$ cat src/rtl/sram_bist_pkg.sv
// Shared types and March C- element table for the SRAM BIST controller.
// Each element is described by its direction, op count and backgrounds.
package sram_bist_pkg;

    typedef enum logic [2:0] {
        ELEM_0 = 3'd0,
        ELEM_1 = 3'd1,
        ELEM_2 = 3'd2,
        ELEM_3 = 3'd3,
        ELEM_4 = 3'd4,
        ELEM_5 = 3'd5
    } elem_e;

    typedef enum logic {
        OP_READ  = 1'b0,
        OP_WRITE = 1'b1
    } op_e;

    typedef enum logic [1:0] {
        S_IDLE  = 2'd0,
        S_RUN   = 2'd1,
        S_DRAIN = 2'd2,
        S_DONE  = 2'd3
    } state_e;

    // Background selectors, replicated across the word width by the user.
    localparam logic BG0 = 1'b0;
    localparam logic BG1 = 1'b1;

    localparam elem_e LAST_ELEM = ELEM_5;

    localparam int DRAIN_CYCLES = 2;
    localparam int DRAIN_W      = $clog2(DRAIN_CYCLES);
    typedef logic [DRAIN_W-1:0] drain_cnt_t;
    localparam drain_cnt_t DRAIN_LAST = drain_cnt_t'(DRAIN_CYCLES - 1);

    typedef struct packed {
        logic up;
        logic two_op;
        op_e  first_op;
        logic first_bg;
        logic second_bg;
    } elem_cfg_t;

    typedef struct packed {
        op_e  op;
        logic bg;
    } op_t;

    function automatic elem_cfg_t elem_cfg(elem_e e);
        case (e)
            ELEM_0:  return '{up: 1'b1, two_op: 1'b0, first_op: OP_WRITE, first_bg: BG0, second_bg: BG0};
            ELEM_1:  return '{up: 1'b1, two_op: 1'b1, first_op: OP_READ,  first_bg: BG0, second_bg: BG1};
            ELEM_2:  return '{up: 1'b1, two_op: 1'b1, first_op: OP_READ,  first_bg: BG1, second_bg: BG0};
            ELEM_3:  return '{up: 1'b0, two_op: 1'b1, first_op: OP_READ,  first_bg: BG0, second_bg: BG1};
            ELEM_4:  return '{up: 1'b0, two_op: 1'b1, first_op: OP_READ,  first_bg: BG1, second_bg: BG0};
            ELEM_5:  return '{up: 1'b1, two_op: 1'b0, first_op: OP_READ,  first_bg: BG0, second_bg: BG0};
            default: return '{up: 1'b1, two_op: 1'b0, first_op: OP_READ,  first_bg: BG0, second_bg: BG0};
        endcase
    endfunction

    function automatic logic elem_is_up(elem_e e);
        elem_cfg_t c = elem_cfg(e);
        return c.up;
    endfunction

    function automatic logic elem_is_two_op(elem_e e);
        elem_cfg_t c = elem_cfg(e);
        return c.two_op;
    endfunction

    // The second op of a two-op element is always the write.
    function automatic op_t elem_op(elem_e e, logic phase);
        elem_cfg_t c = elem_cfg(e);
        op_t       o;
        if (phase) begin
            o.op = OP_WRITE;
            o.bg = c.second_bg;
        end else begin
            o.op = c.first_op;
            o.bg = c.first_bg;
        end
        return o;
    endfunction

endpackage

$ cat src/rtl/sram_march_bist_if.sv
// Port-0 bus of a single-port RW SRAM macro: BIST drives it (master),
// the macro answers on dout0 (slave).
interface sram_march_bist_if #(
    parameter int DATA_WIDTH = 2,
    parameter int ADDR_WIDTH = 4
);

    logic                  csb0;
    logic                  web0;
    logic [ADDR_WIDTH-1:0] addr0;
    logic [DATA_WIDTH-1:0] din0;
    logic [DATA_WIDTH-1:0] dout0;

    modport master (
        output csb0,
        output web0,
        output addr0,
        output din0,
        input  dout0
    );

    modport slave (
        input  csb0,
        input  web0,
        input  addr0,
        input  din0,
        output dout0
    );

endinterface

$ cat src/rtl/sram_bist_addr_gen.sv
// Loadable up/down word-address counter for march elements; tc_o flags
// the last address in the current direction (N-1 going up, 0 going down).
module sram_bist_addr_gen #(
    parameter int ADDR_WIDTH = 4
) (
    input  logic                  clk,
    input  logic                  rst_n,
    input  logic                  load_i,
    input  logic                  load_up_i,
    input  logic                  step_i,
    input  logic                  up_i,
    output logic [ADDR_WIDTH-1:0] addr_o,
    output logic                  tc_o
);

    localparam logic [ADDR_WIDTH-1:0] ADDR_MAX = '1;
    localparam logic [ADDR_WIDTH-1:0] ADDR_ONE = ADDR_WIDTH'(1);

    logic [ADDR_WIDTH-1:0] addr_q, addr_d;

    always_comb begin
        addr_d = addr_q;
        if (load_i) begin
            addr_d = load_up_i ? '0 : ADDR_MAX;
        end else if (step_i) begin
            addr_d = up_i ? addr_q + ADDR_ONE : addr_q - ADDR_ONE;
        end
    end

    always_ff @(posedge clk or negedge rst_n) begin
        if (!rst_n) begin
            addr_q <= '0;
        end else begin
            addr_q <= addr_d;
        end
    end

    assign addr_o = addr_q;
    assign tc_o   = up_i ? (addr_q == ADDR_MAX) : (addr_q == '0);

endmodule

$ cat src/rtl/sram_march_bist.sv
// March C- BIST controller: issues one macro op per clock while in RUN,
// compares read data two stages later and records the first failure.
module sram_march_bist
    import sram_bist_pkg::*;
#(
    parameter int DATA_WIDTH = 2,
    parameter int ADDR_WIDTH = 4,
    parameter int ERR_W      = 8
) (
    input  logic                  clk0,
    input  logic                  rst0_n,
    input  logic                  start,
    output logic                  busy,
    output logic                  done,
    output logic                  fail,
    output logic [ADDR_WIDTH-1:0] fail_addr,
    output logic [2:0]            fail_elem,
    output logic [ERR_W-1:0]      err_count,
    sram_march_bist_if.master     mem
);

    localparam logic [ERR_W-1:0] ERR_ONE = ERR_W'(1);

    state_e     state_q, state_d;
    elem_e      elem_q, elem_d;
    logic       phase_q, phase_d;
    drain_cnt_t drain_q, drain_d;

    logic                  start_ok;
    logic                  last_phase;
    logic                  cur_up;
    elem_e                 elem_nxt;
    op_t                   cur_op;
    logic                  issue_rd;
    logic                  ag_load, ag_load_up, ag_step, ag_tc;
    logic [ADDR_WIDTH-1:0] ag_addr;

    assign start_ok   = start && (state_q == S_IDLE || state_q == S_DONE);
    assign cur_op     = elem_op(elem_q, phase_q);
    assign cur_up     = elem_is_up(elem_q);
    assign last_phase = phase_q || !elem_is_two_op(elem_q);
    assign elem_nxt   = elem_e'(elem_q + 3'd1);
    assign issue_rd   = (state_q == S_RUN) && (cur_op.op == OP_READ);

    sram_bist_addr_gen #(
        .ADDR_WIDTH (ADDR_WIDTH)
    ) u_addr_gen (
        .clk       (clk0),
        .rst_n     (rst0_n),
        .load_i    (ag_load),
        .load_up_i (ag_load_up),
        .step_i    (ag_step),
        .up_i      (cur_up),
        .addr_o    (ag_addr),
        .tc_o      (ag_tc)
    );

    // ---------------------------------------------------------------
    // FSM and op sequencing. The (elem, phase, address) pointer names the
    // op presented to the macro in the current RUN cycle.
    // ---------------------------------------------------------------
    // NOTE: state registers use non-blocking assignments so every flop
    // samples the pre-edge values regardless of process ordering.
    always_ff @(posedge clk0 or negedge rst0_n) begin
        if (!rst0_n) begin
            state_q <= S_IDLE;
            elem_q  <= ELEM_0;
            phase_q <= 1'b0;
            drain_q <= '0;
        end else begin
            state_q <= state_d;
            elem_q  <= elem_d;
            phase_q <= phase_d;
            drain_q <= drain_d;
        end
    end

    // NOTE: every signal gets a default first, so no path through the
    // case leaves one unassigned and no latch is inferred.
    always_comb begin
        state_d    = state_q;
        elem_d     = elem_q;
        phase_d    = phase_q;
        drain_d    = drain_q;
        ag_load    = 1'b0;
        ag_load_up = 1'b1;
        ag_step    = 1'b0;
        case (state_q)
            S_IDLE, S_DONE: begin
                if (start) begin
                    state_d    = S_RUN;
                    elem_d     = ELEM_0;
                    phase_d    = 1'b0;
                    ag_load    = 1'b1;
                    ag_load_up = elem_is_up(ELEM_0);
                end
            end
            S_RUN: begin
                if (!last_phase) begin
                    phase_d = 1'b1;
                end else begin
                    phase_d = 1'b0;
                    if (!ag_tc) begin
                        ag_step = 1'b1;
                    end else if (elem_q == LAST_ELEM) begin
                        state_d = S_DRAIN;
                        drain_d = '0;
                    end else begin
                        elem_d     = elem_nxt;
                        ag_load    = 1'b1;
                        ag_load_up = elem_is_up(elem_nxt);
                    end
                end
            end
            S_DRAIN: begin
                if (drain_q == DRAIN_LAST) begin
                    state_d = S_DONE;
                end else begin
                    drain_d = drain_q + drain_cnt_t'(1);
                end
            end
            default: state_d = S_IDLE;
        endcase
    end

    assign busy = (state_q == S_RUN) || (state_q == S_DRAIN);
    assign done = (state_q == S_DONE);

    // Macro port is decoded from registered state, so an async reset
    // deselects the macro without waiting for a clock.
    always_comb begin
        mem.csb0  = 1'b1;
        mem.web0  = 1'b1;
        mem.addr0 = '0;
        mem.din0  = '0;
        if (state_q == S_RUN) begin
            mem.csb0  = 1'b0;
            mem.addr0 = ag_addr;
            if (cur_op.op == OP_WRITE) begin
                mem.web0 = 1'b0;
                mem.din0 = {DATA_WIDTH{cur_op.bg}};
            end
        end
    end

    // ---------------------------------------------------------------
    // Compare pipeline: stage 1 travels with the op the macro captures,
    // stage 2 holds the compare of stage 1 against the returned dout0.
    // ---------------------------------------------------------------
    logic                  s1_vld_q;
    logic [ADDR_WIDTH-1:0] s1_addr_q;
    elem_e                 s1_elem_q;
    logic [DATA_WIDTH-1:0] s1_exp_q;
    logic                  s2_vld_q;
    logic                  s2_miss_q;
    logic [ADDR_WIDTH-1:0] s2_addr_q;
    elem_e                 s2_elem_q;

    always_ff @(posedge clk0 or negedge rst0_n) begin
        if (!rst0_n) begin
            s1_vld_q  <= 1'b0;
            s1_addr_q <= '0;
            s1_elem_q <= ELEM_0;
            s1_exp_q  <= '0;
            s2_vld_q  <= 1'b0;
            s2_miss_q <= 1'b0;
            s2_addr_q <= '0;
            s2_elem_q <= ELEM_0;
        end else begin
            s1_vld_q  <= issue_rd;
            s1_addr_q <= ag_addr;
            s1_elem_q <= elem_q;
            s1_exp_q  <= {DATA_WIDTH{cur_op.bg}};
            s2_vld_q  <= s1_vld_q;
            s2_miss_q <= (mem.dout0 != s1_exp_q);
            s2_addr_q <= s1_addr_q;
            s2_elem_q <= s1_elem_q;
        end
    end

    // ---------------------------------------------------------------
    // Result registers
    // ---------------------------------------------------------------
    logic                  fail_q;
    logic [ADDR_WIDTH-1:0] fail_addr_q;
    logic [2:0]            fail_elem_q;
    logic [ERR_W-1:0]      err_count_q;

    always_ff @(posedge clk0 or negedge rst0_n) begin
        if (!rst0_n) begin
            fail_q      <= 1'b0;
            fail_addr_q <= '0;
            fail_elem_q <= '0;
            err_count_q <= '0;
        end else if (start_ok) begin
            fail_q      <= 1'b0;
            fail_addr_q <= '0;
            fail_elem_q <= '0;
            err_count_q <= '0;
        end else if (s2_vld_q && s2_miss_q) begin
            fail_q <= 1'b1;
            if (err_count_q != '1) begin
                err_count_q <= err_count_q + ERR_ONE;
            end
            // Only the first mismatch of a run is located.
            if (!fail_q) begin
                fail_addr_q <= s2_addr_q;
                fail_elem_q <= s2_elem_q;
            end
        end
    end

    assign fail      = fail_q;
    assign fail_addr = fail_addr_q;
    assign fail_elem = fail_elem_q;
    assign err_count = err_count_q;

endmodule

$ cat src/flat_wrapper.sv
// flat-port wrapper written by rule: the top's interface ports become plain ports
module sram_march_bist_flat import sram_bist_pkg::*;
#(
    parameter int DATA_WIDTH = 2,
    parameter int ADDR_WIDTH = 4,
    parameter int ERR_W      = 8
)
  (clk0, rst0_n, start, busy, done, fail, fail_addr, fail_elem, err_count, mem_csb0, mem_web0, mem_addr0, mem_din0, mem_dout0);
  sram_march_bist_if #(.DATA_WIDTH(DATA_WIDTH), .ADDR_WIDTH(ADDR_WIDTH)) mem_i ();
  input  logic clk0;
  input  logic rst0_n;
  input  logic start;
  output logic busy;
  output logic done;
  output logic fail;
  output logic [ADDR_WIDTH-1:0] fail_addr;
  output logic [2:0] fail_elem;
  output logic [ERR_W-1:0] err_count;
  output wire logic [$bits(mem_i.csb0)-1:0] mem_csb0;
  output wire logic [$bits(mem_i.web0)-1:0] mem_web0;
  output wire logic [$bits(mem_i.addr0)-1:0] mem_addr0;
  output wire logic [$bits(mem_i.din0)-1:0] mem_din0;
  input wire logic [$bits(mem_i.dout0)-1:0] mem_dout0;
  assign mem_csb0 = mem_i.csb0;
  assign mem_web0 = mem_i.web0;
  assign mem_addr0 = mem_i.addr0;
  assign mem_din0 = mem_i.din0;
  assign mem_i.dout0 = mem_dout0;
  sram_march_bist #(.DATA_WIDTH(DATA_WIDTH), .ADDR_WIDTH(ADDR_WIDTH), .ERR_W(ERR_W)) u_core (.clk0(clk0), .rst0_n(rst0_n), .start(start), .busy(busy), .done(done), .fail(fail), .fail_addr(fail_addr), .fail_elem(fail_elem), .err_count(err_count), .mem(mem_i));
endmodule
$ cat config.mk
export PLATFORM = sky130hd
export DESIGN_NAME = sram_march_bist_flat
export DESIGN_NICKNAME = d
export VERILOG_FILES = /design/src/rtl/sram_bist_pkg.sv /design/src/rtl/sram_march_bist_if.sv /design/src/rtl/sram_bist_addr_gen.sv /design/src/rtl/sram_march_bist.sv /design/src/flat_wrapper.sv
export SDC_FILE = /design/constraint.sdc
export NUM_CORES = 1
export LEC_CHECK = 0
export BUFFER_PORTS_ARGS = -buffer_cell sky130_fd_sc_hd__clkbuf_2
export CORE_MARGIN = 2
export CORE_UTILIZATION = 39
export DETAILED_ROUTE_END_ITERATION = 12
export PLACE_DENSITY = 0.62
export SYNTH_ARGS = -nofsm -noshare
export SYNTH_HDL_FRONTEND = slang
export SYNTH_SLANG_ARGS = --single-unit
export TNS_END_PERCENT = 20
$ cat constraint.sdc
create_clock -name clk0 -period 5.89 [get_ports clk0]
set_input_delay 0 -clock clk0 [delete_from_list [all_inputs] [get_ports clk0]]
set_output_delay 0 -clock clk0 [all_outputs]
set_load 0.02 [all_outputs]
; ---- Yosys cells after proc, flatten, opt, wreduce, memory -nomap -nowiden
; Index checks and enable logic that the tools add are counted.
; Widths: inputs -> output; s select.
[classes]
add_sub_neg = 5
eq_ne = 22
n_mux = 56
n_bitwise = 1
reduce_logical = 23
[op_table]
columns = cell, n
row1 = $pmux 5 s5, 2
row2 = $mux 4, 8
row3 = $mux 8, 3
row4 = $mux 1, 23
row5 = $mux 3, 7
row6 = $mux 2, 8
row7 = $eq 3x2->1 const B, 4
row8 = $reduce_and 5->1, 2
row9 = $reduce_bool 2->1, 5
row10 = $eq 3x3->1 const B, 3
row11 = $add 8x1->8 const B, 1
row12 = $ne 2x1->1 const B, 4
row13 = $ne 8x8->1 const B, 1
row14 = $eq 3x1->1 const B, 2
row15 = $logic_not 3->1, 2
row16 = $ne 2x2->1 const B, 3
row17 = $pmux 1 s2, 3
row18 = $pmux 2 s3, 1
row19 = $pmux 3 s2, 1
row20 = $reduce_and 2->1, 3
row21 = $add 4x1->4 const B, 1
row22 = $eq 2x2->1 const B, 2
row23 = $eq 4x4->1 const B, 1
row24 = $logic_not 4->1, 1
row25 = 12 further kinds, 16
[word_totals]
ff_bits = 45
in_bits = 5
out_inout_bits = 26
wordCells = 124

; ---- Longest topological paths before layout
[depth]
word_depth = 9
depth_mapped = 11
mapped_depth_nobuf = 11

; ---- By module
; Synthesis repeated with hierarchy kept, for this count alone.
[hier_totals]
hier_cells = 211
hier_area_um2 = 2200.9
[by_module_without_submodules]
columns = module, n_inst, cells_each, area_each_um2, seq_area_each_um2
row1 = sram_march_bist, 1, 178, 1858.0, 1026.0
row2 = sram_bist_addr_gen, 1, 33, 342.8, 100.1

; ---- Least setup slack after synthesis
; No wires, ideal clock.
[synth_path]
kind = reg-to-reg
from = register u_core.elem_q[0]
to = register u_core.u_addr_gen.addr_q[3], in the netlist u_core.u_addr_gen.addr_o[3]
t_arrival_ns = 2.552
t_required_ns = 5.789
path_slack_ns = 3.237
stages_incl_launch_ff = 12
path_buffers = 0
synth_period_minus_slack_ns = 2.653
path_cell_list = dfrtp_1 inv_1 ha_1 or4b_4 o21a_4 clkinv_8 ha_1 a21o_1 a21oi_1 xnor2_1 a211oi_1 nor4_1
[synth_via]
elab_chain_len = 9
[synth_lines]
columns = item, line
row1 = start: declaration, sram_march_bist.sv:25  ; elem_e elem_q, elem_d;
row2 = start signal: assignment, sram_march_bist.sv:72  ; elem_q <= elem_d;
row3 = $add 3x1->3, sram_march_bist.sv:42  ; assign elem_nxt = elem_e'(elem_q + 3'd1);
row4 = "$eq 3x3->1, or another cell as far along", sram_bist_pkg.sv:51  ; case (e)
row5 = $pmux 5 s5, sram_bist_pkg.sv:51
row6 = $mux 1, sram_march_bist.sv:105  ; end else if (elem_q == LAST_ELEM) begin
row7 = $mux 1, sram_march_bist.sv:103  ; if (!ag_tc) begin
row8 = $mux 1, sram_march_bist.sv:99  ; if (!last_phase) begin
row9 = $mux 1, -
row10 = $mux 4, sram_bist_addr_gen.sv:24  ; addr_d = load_up_i ? '0 : ADDR_MAX;
row11 = $mux 4, sram_bist_addr_gen.sv:23  ; if (load_i) begin
row12 = end signal: assignment, sram_bist_addr_gen.sv:34  ; addr_q <= addr_d;
row13 = end: declaration, sram_bist_addr_gen.sv:19  ; logic [ADDR_WIDTH-1:0] addr_q, addr_d;
; Several ways; a longest one is shown, not always the timed one. The select of a mux whose other input is x is not followed.
; A chain may end at the register's enable or synchronous reset.

; ---- Worst setup path in the final report
; Same ends and word-level chain as after synthesis.

==> metrics.txt <==
outcome completed; DR vias/cell 5.37; Mapped Area 2460 um^2; CP Max Fanout 8; Worst Path Arrival 3.05 ns; Synth Instances 224; unrepaired setup endpoints after global routing no; initial antenna violation count 0; Layout Skew 0.00785 ns; first-pass GRT wire length 7910 um; Total GRT Usage 0.142; share of cells above drive strength 1 0.211; dominant synthesized flop cell dfrtp_1; via count 1776; synth warn 0; gr ovfl total 0; maximum vdd drop 0.000229 V; fmax 350 MHz; Final ANT Viol Nets 0; CTS Hold Bufs 4; Worst R2R Setup Slack 3.03 ns; Setup TNS 0 ns; DR WL/cell 14.2 um; Max clock buf depth 2; clk sinks 45; FFs w/ async S/R, synth 1.00; CORE AREA 5990 um^2; max cap viols 0; antenna cell count 0; number of flops mapped to enable cells by yosys 0; Final WS setup 3.03 ns; die area 6950 um^2; WS Path Type reg -> reg; nets@finish 275; Tcrit/Tclk final 0.485; Final Cell Area 2790 um^2; slew margin rel. 0.471; register bit total from synthesis 45; leakage 1.32 nW; worst-margin pin slew 0.787 ns; dpl ws 3.06 ns; syn nets 243; mean area per synthesized cell 11.0 um^2; Die W 83.4 um; distinct cell type count after synthesis 58; CTS tree yes; io pins 31; Final Critical Period 2.86 ns; largest net degree at the start of global routing 46; final WL 4700 um; DRT Pass-1 Iters 4; DIE HEIGHT 83.4 um; Root Buffer clkbuf_8; Initial Utilization 0.410; fin util 0.466; post-DP HPWL 3330 um; vias in the first global route 1673; hold slack 0.0668 ns; gpl congestion 0.819; CP Data Required Time 6.08 ns; Layout fillers 540; post-CTS setup buffers 0; row cnt 28; PwrDens 466 nW/um^2; area of the multi-input gates 1220 um^2; Layout Area Growth over Synthesis 13.7%; Seq/Total Area, Yosys 0.458; DRC 0; crit start category flip-flop; Sequential Area 1130 um^2; DRT iter0 DRCs 58; later-pin clock latency in the skew report 0.29 ns; CTS H-Tree Depth 2; Final setup viols 0; Clk pin slew, worst setup/hold paths 0.08 ns; Min-Delay Path Class in -> reg; total CTS buffers 5; Hold Fails Final Rpt 0; Placed Area 2650 um^2; Worst Setup End Kind flip-flop; number of gates resized after CTS 0; port bufs 30; Max Slew Vio Count 0
state kept, by name (all words and copies together), names as in the netlist:
register	cells
u_core.drain_q	1
u_core.elem_q	3
u_core.err_count	8
u_core.fail	1
u_core.fail_addr	4
u_core.fail_elem	3
u_core.phase_q	1
u_core.s1_addr_q	4
u_core.s1_elem_q	3
u_core.s1_exp_q	1
u_core.s1_vld_q	1
u_core.s2_addr_q	4
u_core.s2_elem_q	3
u_core.s2_miss_q	1
u_core.s2_vld_q	1
u_core.state_q	2
u_core.u_addr_gen.addr_o	4
cell type report:
cell class / count / share of cell area
clock buffers: 5 / 0.0246
clock inverters: 2 / 0.0125
inverters: 11 / 0.0193
multi-input cells: 158 / 0.436
flip-flops and latches: 45 / 0.403
well taps: 75 / 0.0336
repair buffers: 35 / 0.0708
cells in the final DEF (no fill, tap or decap), types with 3 or more instances in the layout:
cell / synthesis / routed
and2_1: 6 / 6
dlygate4sd3_1: 0 / 4
nor3_1: 8 / 8
dfrtp_1: 45 / 45
and3_1: 3 / 3
nor2_1: 20 / 20
nand3_1: 12 / 12
ha_1: 13 / 13
o21ai_0: 4 / 4
clkbuf_8: 0 / 5
inv_1: 10 / 10
a21oi_1: 5 / 5
xnor2_1: 7 / 7
o211ai_1: 6 / 6
clkbuf_2: 0 / 30
nand2_1: 13 / 13
mux2i_1: 10 / 10
kinds of logic (layout without fill, tap and decap cells):
family	after synthesis	count (layout)	share of synthesized area
simple gates	81	81	0.184
flops	45	45	0.458
compound gates	44	44	0.165
buf+inv	21	53	0.0458
fa+ha+maj	14	14	0.0744
mux	10	10	0.0408
xor+xnor	9	9	0.0321
cells in the mapped netlist, types with 3 or more instances:
library cell	instances	area, um^2
mux2i_1	10	100
nand3_1	12	60.1
ha_1	13	163
a21oi_1	5	25.0
xnor2_1	7	61.3
o211ai_1	6	45.0
dfrtp_1	45	1130
o21ai_0	4	20.0
inv_1	10	37.5
clkbuf_1	6	22.5
and3_1	3	18.8
nand2_1	13	48.8
nor2_1	20	75.1
and2_1	6	37.5
nor3_1	8	40.0
where the power goes:
part | internal (mW) | switching (mW)
Clock | 0.123 | 0.0976
Sequential | 0.400 | 0.0849
Combinational | 0.224 | 0.373
Total | 0.747 | 0.556
worst max-delay path, stage by stage (launching register included):
cell and delay [ns]:
dfrtp_1 0.48, inv_1 0.14, ha_1 0.26, or4b_4 0.51, o21a_4 0.24, clkinv_8 0.07
ha_1 0.22, a21o_1 0.17, a21oi_1 0.16, xnor2_1 0.15, a211oi_1 0.07, nor4_1 0.27
final timing paths:
check,from,end,cells past startpoint
worst max-delay path,u_core.elem_q[0],u_core.u_addr_gen.addr_o[3],11
worst min register to register,u_core.s1_elem_q[2],u_core.s2_elem_q[2],0
min in group asynchronous,rst0_n,u_core.drain_q,3
max in group asynchronous,rst0_n,u_core.err_count[4],3
worst max register to register,u_core.elem_q[0],u_core.u_addr_gen.addr_o[3],11
worst min-delay path,start,u_core.fail,3
through the flow:
step	instances	total power [mW]
after global placement	320	1.08
final	331	1.30
after floorplan	224	0.934
after CTS	331	1.32
after detailed placement	320	1.08
after global routing	331	1.41
metal layers:
metal,vias up,share of wire,GRT usage
li1,871,-,-
met2,36,0.45,0.207
met5,-,0,0
met3,8,0.038,0.0338
met1,861,0.49,0.198
met4,0,0.020,0.0656
No activity file was read; power rests on OpenSTA's default activity.
